### src/rtl/eq_cmp_seq.sv
// Multi-cycle equality comparator: one SLICE_W-bit XOR/NOR slice walks the operands
// LSB slice first, stopping on the first mismatching slice. Valid/ready on both sides.
module eq_cmp_seq #(
    parameter int DATA_W  = 32,
    parameter int SLICE_W = 8
) (
    input  logic                               clk_i,
    input  logic                               rst_i,
    input  logic                               req_valid_i,
    output logic                               req_ready_o,
    input  logic [DATA_W-1:0]                  op_a_i,
    input  logic [DATA_W-1:0]                  op_b_i,
    input  logic                               op_ne_i,
    output logic                               res_valid_o,
    input  logic                               res_ready_i,
    output logic                               res_o,
    output logic [$clog2(DATA_W/SLICE_W):0]    res_nsl_o
);

    localparam int NSL   = DATA_W / SLICE_W;
    localparam int IDX_W = (NSL > 1) ? $clog2(NSL) : 1;
    localparam int CNT_W = $clog2(NSL) + 1;

    typedef enum logic [1:0] {
        IDLE = 2'd0,
        RUN  = 2'd1,
        DONE = 2'd2
    } state_t;

    state_t             state_reg;
    logic [DATA_W-1:0]  op_a_reg;
    logic [DATA_W-1:0]  op_b_reg;
    logic               op_ne_reg;
    logic [IDX_W-1:0]   idx_reg;
    logic               req_ready_reg;
    logic               res_valid_reg;
    logic               res_reg;
    logic [CNT_W-1:0]   res_nsl_reg;

    logic [SLICE_W-1:0] slice_a;
    logic [SLICE_W-1:0] slice_b;
    logic               slice_eq;
    logic               last_slice;

    // Only the selected slice reaches the shared XOR/NOR-reduce.
    assign slice_a    = SLICE_W'(op_a_reg >> (idx_reg * SLICE_W));
    assign slice_b    = SLICE_W'(op_b_reg >> (idx_reg * SLICE_W));
    assign slice_eq   = ~|(slice_a ^ slice_b);
    assign last_slice = (idx_reg == IDX_W'(NSL - 1));

    always_ff @(posedge clk_i) begin
        if (rst_i) begin
            state_reg     <= IDLE;
            op_a_reg      <= '0;
            op_b_reg      <= '0;
            op_ne_reg     <= 1'b0;
            idx_reg       <= '0;
            req_ready_reg <= 1'b1;
            res_valid_reg <= 1'b0;
            res_reg       <= 1'b0;
            res_nsl_reg   <= '0;
        end else begin
            case (state_reg)
                IDLE: begin
                    if (req_valid_i) begin
                        op_a_reg      <= op_a_i;
                        op_b_reg      <= op_b_i;
                        op_ne_reg     <= op_ne_i;
                        idx_reg       <= '0;
                        req_ready_reg <= 1'b0;
                        state_reg     <= RUN;
                    end
                end
                RUN: begin
                    if (!slice_eq) begin
                        res_reg       <= op_ne_reg;
                        res_nsl_reg   <= CNT_W'(idx_reg) + CNT_W'(1);
                        res_valid_reg <= 1'b1;
                        state_reg     <= DONE;
                    end else if (last_slice) begin
                        res_reg       <= ~op_ne_reg;
                        res_nsl_reg   <= CNT_W'(NSL);
                        res_valid_reg <= 1'b1;
                        state_reg     <= DONE;
                    end else begin
                        idx_reg <= idx_reg + IDX_W'(1);
                    end
                end
                DONE: begin
                    // Result fields stay put after the handshake until the next compare ends.
                    if (res_ready_i) begin
                        res_valid_reg <= 1'b0;
                        req_ready_reg <= 1'b1;
                        state_reg     <= IDLE;
                    end
                end
                default: begin
                    res_valid_reg <= 1'b0;
                    req_ready_reg <= 1'b1;
                    state_reg     <= IDLE;
                end
            endcase
        end
    end

    assign req_ready_o = req_ready_reg;
    assign res_valid_o = res_valid_reg;
    assign res_o       = res_reg;
    assign res_nsl_o   = res_nsl_reg;

endmodule
### config.mk
export PLATFORM = sky130hd
export DESIGN_NAME = eq_cmp_seq
export DESIGN_NICKNAME = d
export VERILOG_FILES = /design/src/rtl/eq_cmp_seq.sv
export SDC_FILE = /design/constraint.sdc
export NUM_CORES = 1
export LEC_CHECK = 0
export BUFFER_PORTS_ARGS = -buffer_cell sky130_fd_sc_hd__buf_2
export CAP_MARGIN = 10
export CORE_MARGIN = 1
export CORE_UTILIZATION = 45
export DETAILED_ROUTE_END_ITERATION = 8
export PLACE_DENSITY = 0.69
export SETUP_SLACK_MARGIN = 0.02
export SYNTH_ARGS = -nofsm -noshare
export SYNTH_HDL_FRONTEND = slang
export SYNTH_SLANG_ARGS = --single-unit
### constraint.sdc
create_clock -name clk_i -period 2.1 [get_ports clk_i]
set_input_delay 0.42 -clock clk_i [delete_from_list [all_inputs] [get_ports clk_i]]
set_output_delay 0.42 -clock clk_i [all_outputs]
set_load 0.005 [all_outputs]
==> flow_metrics.tcl <==
set metrics [dict create \
    outcome "finished clean" \
    final_cell_mix "nand2_1 (139), dfxtp_1 (75), buf_2 (74)" \
    core_um2 6531 \
    fin_hold_ws_ns 0.3104 \
    vdd_drop_max_uv 381.7 \
    setup_viol 0 \
    worstPathRequired_ns 2.33 \
    max-clock-path-buffers 2 \
    htree_num_levels 3 \
    ctsHoldBuffers 0 \
    ys_ff_latch 75 \
    grt_pass1_vias 2478 \
    clk_latency_ns 0.34 \
    worstHoldPathType "in2reg" \
    antenna_found_initial 0 \
    hpwlAfterDp_um 4514 \
    layout-drive-gt1-share_pct 22.73 \
    cts_inserted_buffers 9 \
    cap_violations 0 \
    rsz0062_at_grt "false" \
    ant_nets 0 \
    fin_crit_sh_pct 92.25 \
    ys_seq_area_share_pct 48.17 \
    power_leakage_nw 1.525 \
    tightest_slew_ns 0.4625 \
    arrival_ns 2.17 \
    post-route-min-period_ns 1.937 \
    die_area_um2 7263 \
    cts_sinks 75 \
    ys_warn_count 0 \
    vias_per_cell 5.013 \
    synthCells 388 \
    dr_total_vias 2702 \
    drt_iter0_drc 109 \
    finClkSkew_ns 0.007666 \
    final_common_cell "nand2_1" \
    post_cts_resized 0 \
    fmax_ghz 0.5162 \
    finalHoldViolCount 0 \
    synth_area_per_cell_um2 8.033 \
    tns_ns 0 \
    antennaDiodeCount 0 \
    rows 29 \
    die_x_um 85.23 \
    drc_errors 0 \
    port_buffers 74 \
    slew_headroom_pct 69.10 \
    top_level_ports 75 \
    setup.worst_path.end_class "flip-flop" \
    synth_cell_type_count 36 \
    syn_nets 458 \
    grt_overflow 0 \
    cts_setup_buffers 0 \
    critical_path.max_fanout 7 \
    drt_wl_total_um 6525 \
    drv_slew 0 \
    synth_area_um2 3117 \
    place.gp.congestion 0.7889 \
    fin_nets 527 \
    grt_pass1_wl_um 10740 \
    area.growth.synth_to_final_pct 20.27 \
    power_density_nw_per_um2 829.4 \
    clkSlewWorstSetupHoldPaths_ns 0.08 \
    start_util_pct 47.72 \
    start_kind "flip-flop" \
    cts_tree "yes" \
    routedWlPerCell_um 12.11 \
    cts.root.buffer_cell "clkbuf_8" \
    die_h_um 85.23 \
    track_usage_pct 18.95 \
    grt_max_degree 47 \
    first_pass_iters 4 \
    critPathKind "reg2reg" \
]
[final timing paths]
| kind | start | end | slack [ns] | cells past startpoint |
|---|---|---|---|---|
| worst max-delay path | op_a_reg[12] | idx_reg[0] | 0.16 | 7 |
| worst min-delay path | op_a_i[10] | op_a_reg[10] | 0.31 | 3 |
| worst max register to register | op_a_reg[12] | idx_reg[0] | 0.16 | 7 |
| worst min register to register | op_b_reg[9] | op_b_reg[9] | 0.47 | 2 |
[synthesized netlist by cell type, drive strengths merged]
| library cell | n | share of area, % |
|---|---|---|
| a31oi | 1 | 0.20 |
| dfxtp | 75 | 48 |
| o31ai | 1 | 0.68 |
| mux2i | 2 | 0.64 |
| a21oi | 74 | 12 |
| or3b | 1 | 0.28 |
| nand4 | 5 | 1.0 |
| buf | 3 | 0.40 |
| o21ai | 3 | 0.48 |
| clkbuf | 20 | 2.4 |
| nor4 | 2 | 0.40 |
| a21boi | 1 | 0.24 |
| nor3b | 2 | 0.48 |
| or3 | 2 | 0.40 |
| a21o | 1 | 0.24 |
| nand4b | 2 | 0.56 |
| xor2 | 8 | 2.2 |
| nand2b | 4 | 0.80 |
| nor2b | 2 | 0.40 |
| nand2 | 140 | 17 |
| and3 | 1 | 0.20 |
| a221oi | 1 | 0.48 |
| xnor2 | 24 | 6.7 |
| nand3 | 2 | 0.32 |
| and3b | 1 | 0.28 |
| nor2 | 3 | 0.36 |
| inv | 1 | 0.12 |
| mux2 | 2 | 0.84 |
| ha | 1 | 0.40 |
| o2bb2a | 1 | 0.64 |
| nor3 | 2 | 0.32 |
[through the flow]
stage | std cells | util, % | total power [mW] | setup slack [ns] | area, um^2
global placement | 523 | 54.79 | 2.167 | 0.2223 | 3578
CTS | 539 | 57.39 | 3.144 | 0.1695 | 3749
floorplan | 388 | - | 1.996 | 0.3098 | 3117
finish | 539 | 57.39 | 3.109 | 0.1627 | 3749
detailed placement | 523 | 54.79 | 2.181 | 0.1789 | 3578
global route | 539 | 57.39 | 3.278 | 0.02144 | 3749
[cells by family (layout without fill, tap and decap cells)]
logic type | after synthesis | after routing | share of synthesized area, %
AO/OA/AOI/OAI | 83 | 83 | 15.09
flip-flops | 75 | 75 | 48.17
multiplexers | 4 | 4 | 1.485
XOR/XNOR | 32 | 32 | 8.992
buffers and inverters | 24 | 98 | 2.930
AND/OR/NAND/NOR | 169 | 169 | 22.92
adder cells (fa/ha/maj) | 1 | 1 | 0.4014
[layout make-up]
| cell class | count | area, um^2 |
|---|---|---|
| clock inverter | 5 | 28.78 |
| sequential | 75 | 1501 |
| multi-input combinational | 289 | 1529 |
| tap | 77 | 96.34 |
| fill | 624 | 2783 |
| inverter | 1 | 3.754 |
| clock buffer | 11 | 141.4 |
| timing repair buffer | 81 | 447.9 |
[worst max-delay path, stage by stage (launching register included)]
cell	delay, ns
dfxtp_1	0.32
xor2_1	0.16
nor4_1	0.41
nand3_1	0.13
a21o_1	0.22
nand2_4	0.11
and3_1	0.19
mux2_4	0.30
[power breakdown]
part	switching [mW]	internal, mW	leakage, nW
sequential	0.0758	1.53	0.615
clock	0.509	0.455	0.0928
combinational	0.300	0.237	0.817
[layer usage]
metal,track usage (%),share of wire [%]
met1,23.83,49
met2,31.01,47
met3,3.696,3.0
met4,9.707,1.6
met5,0,0
(Power assumes the default switching activity.)
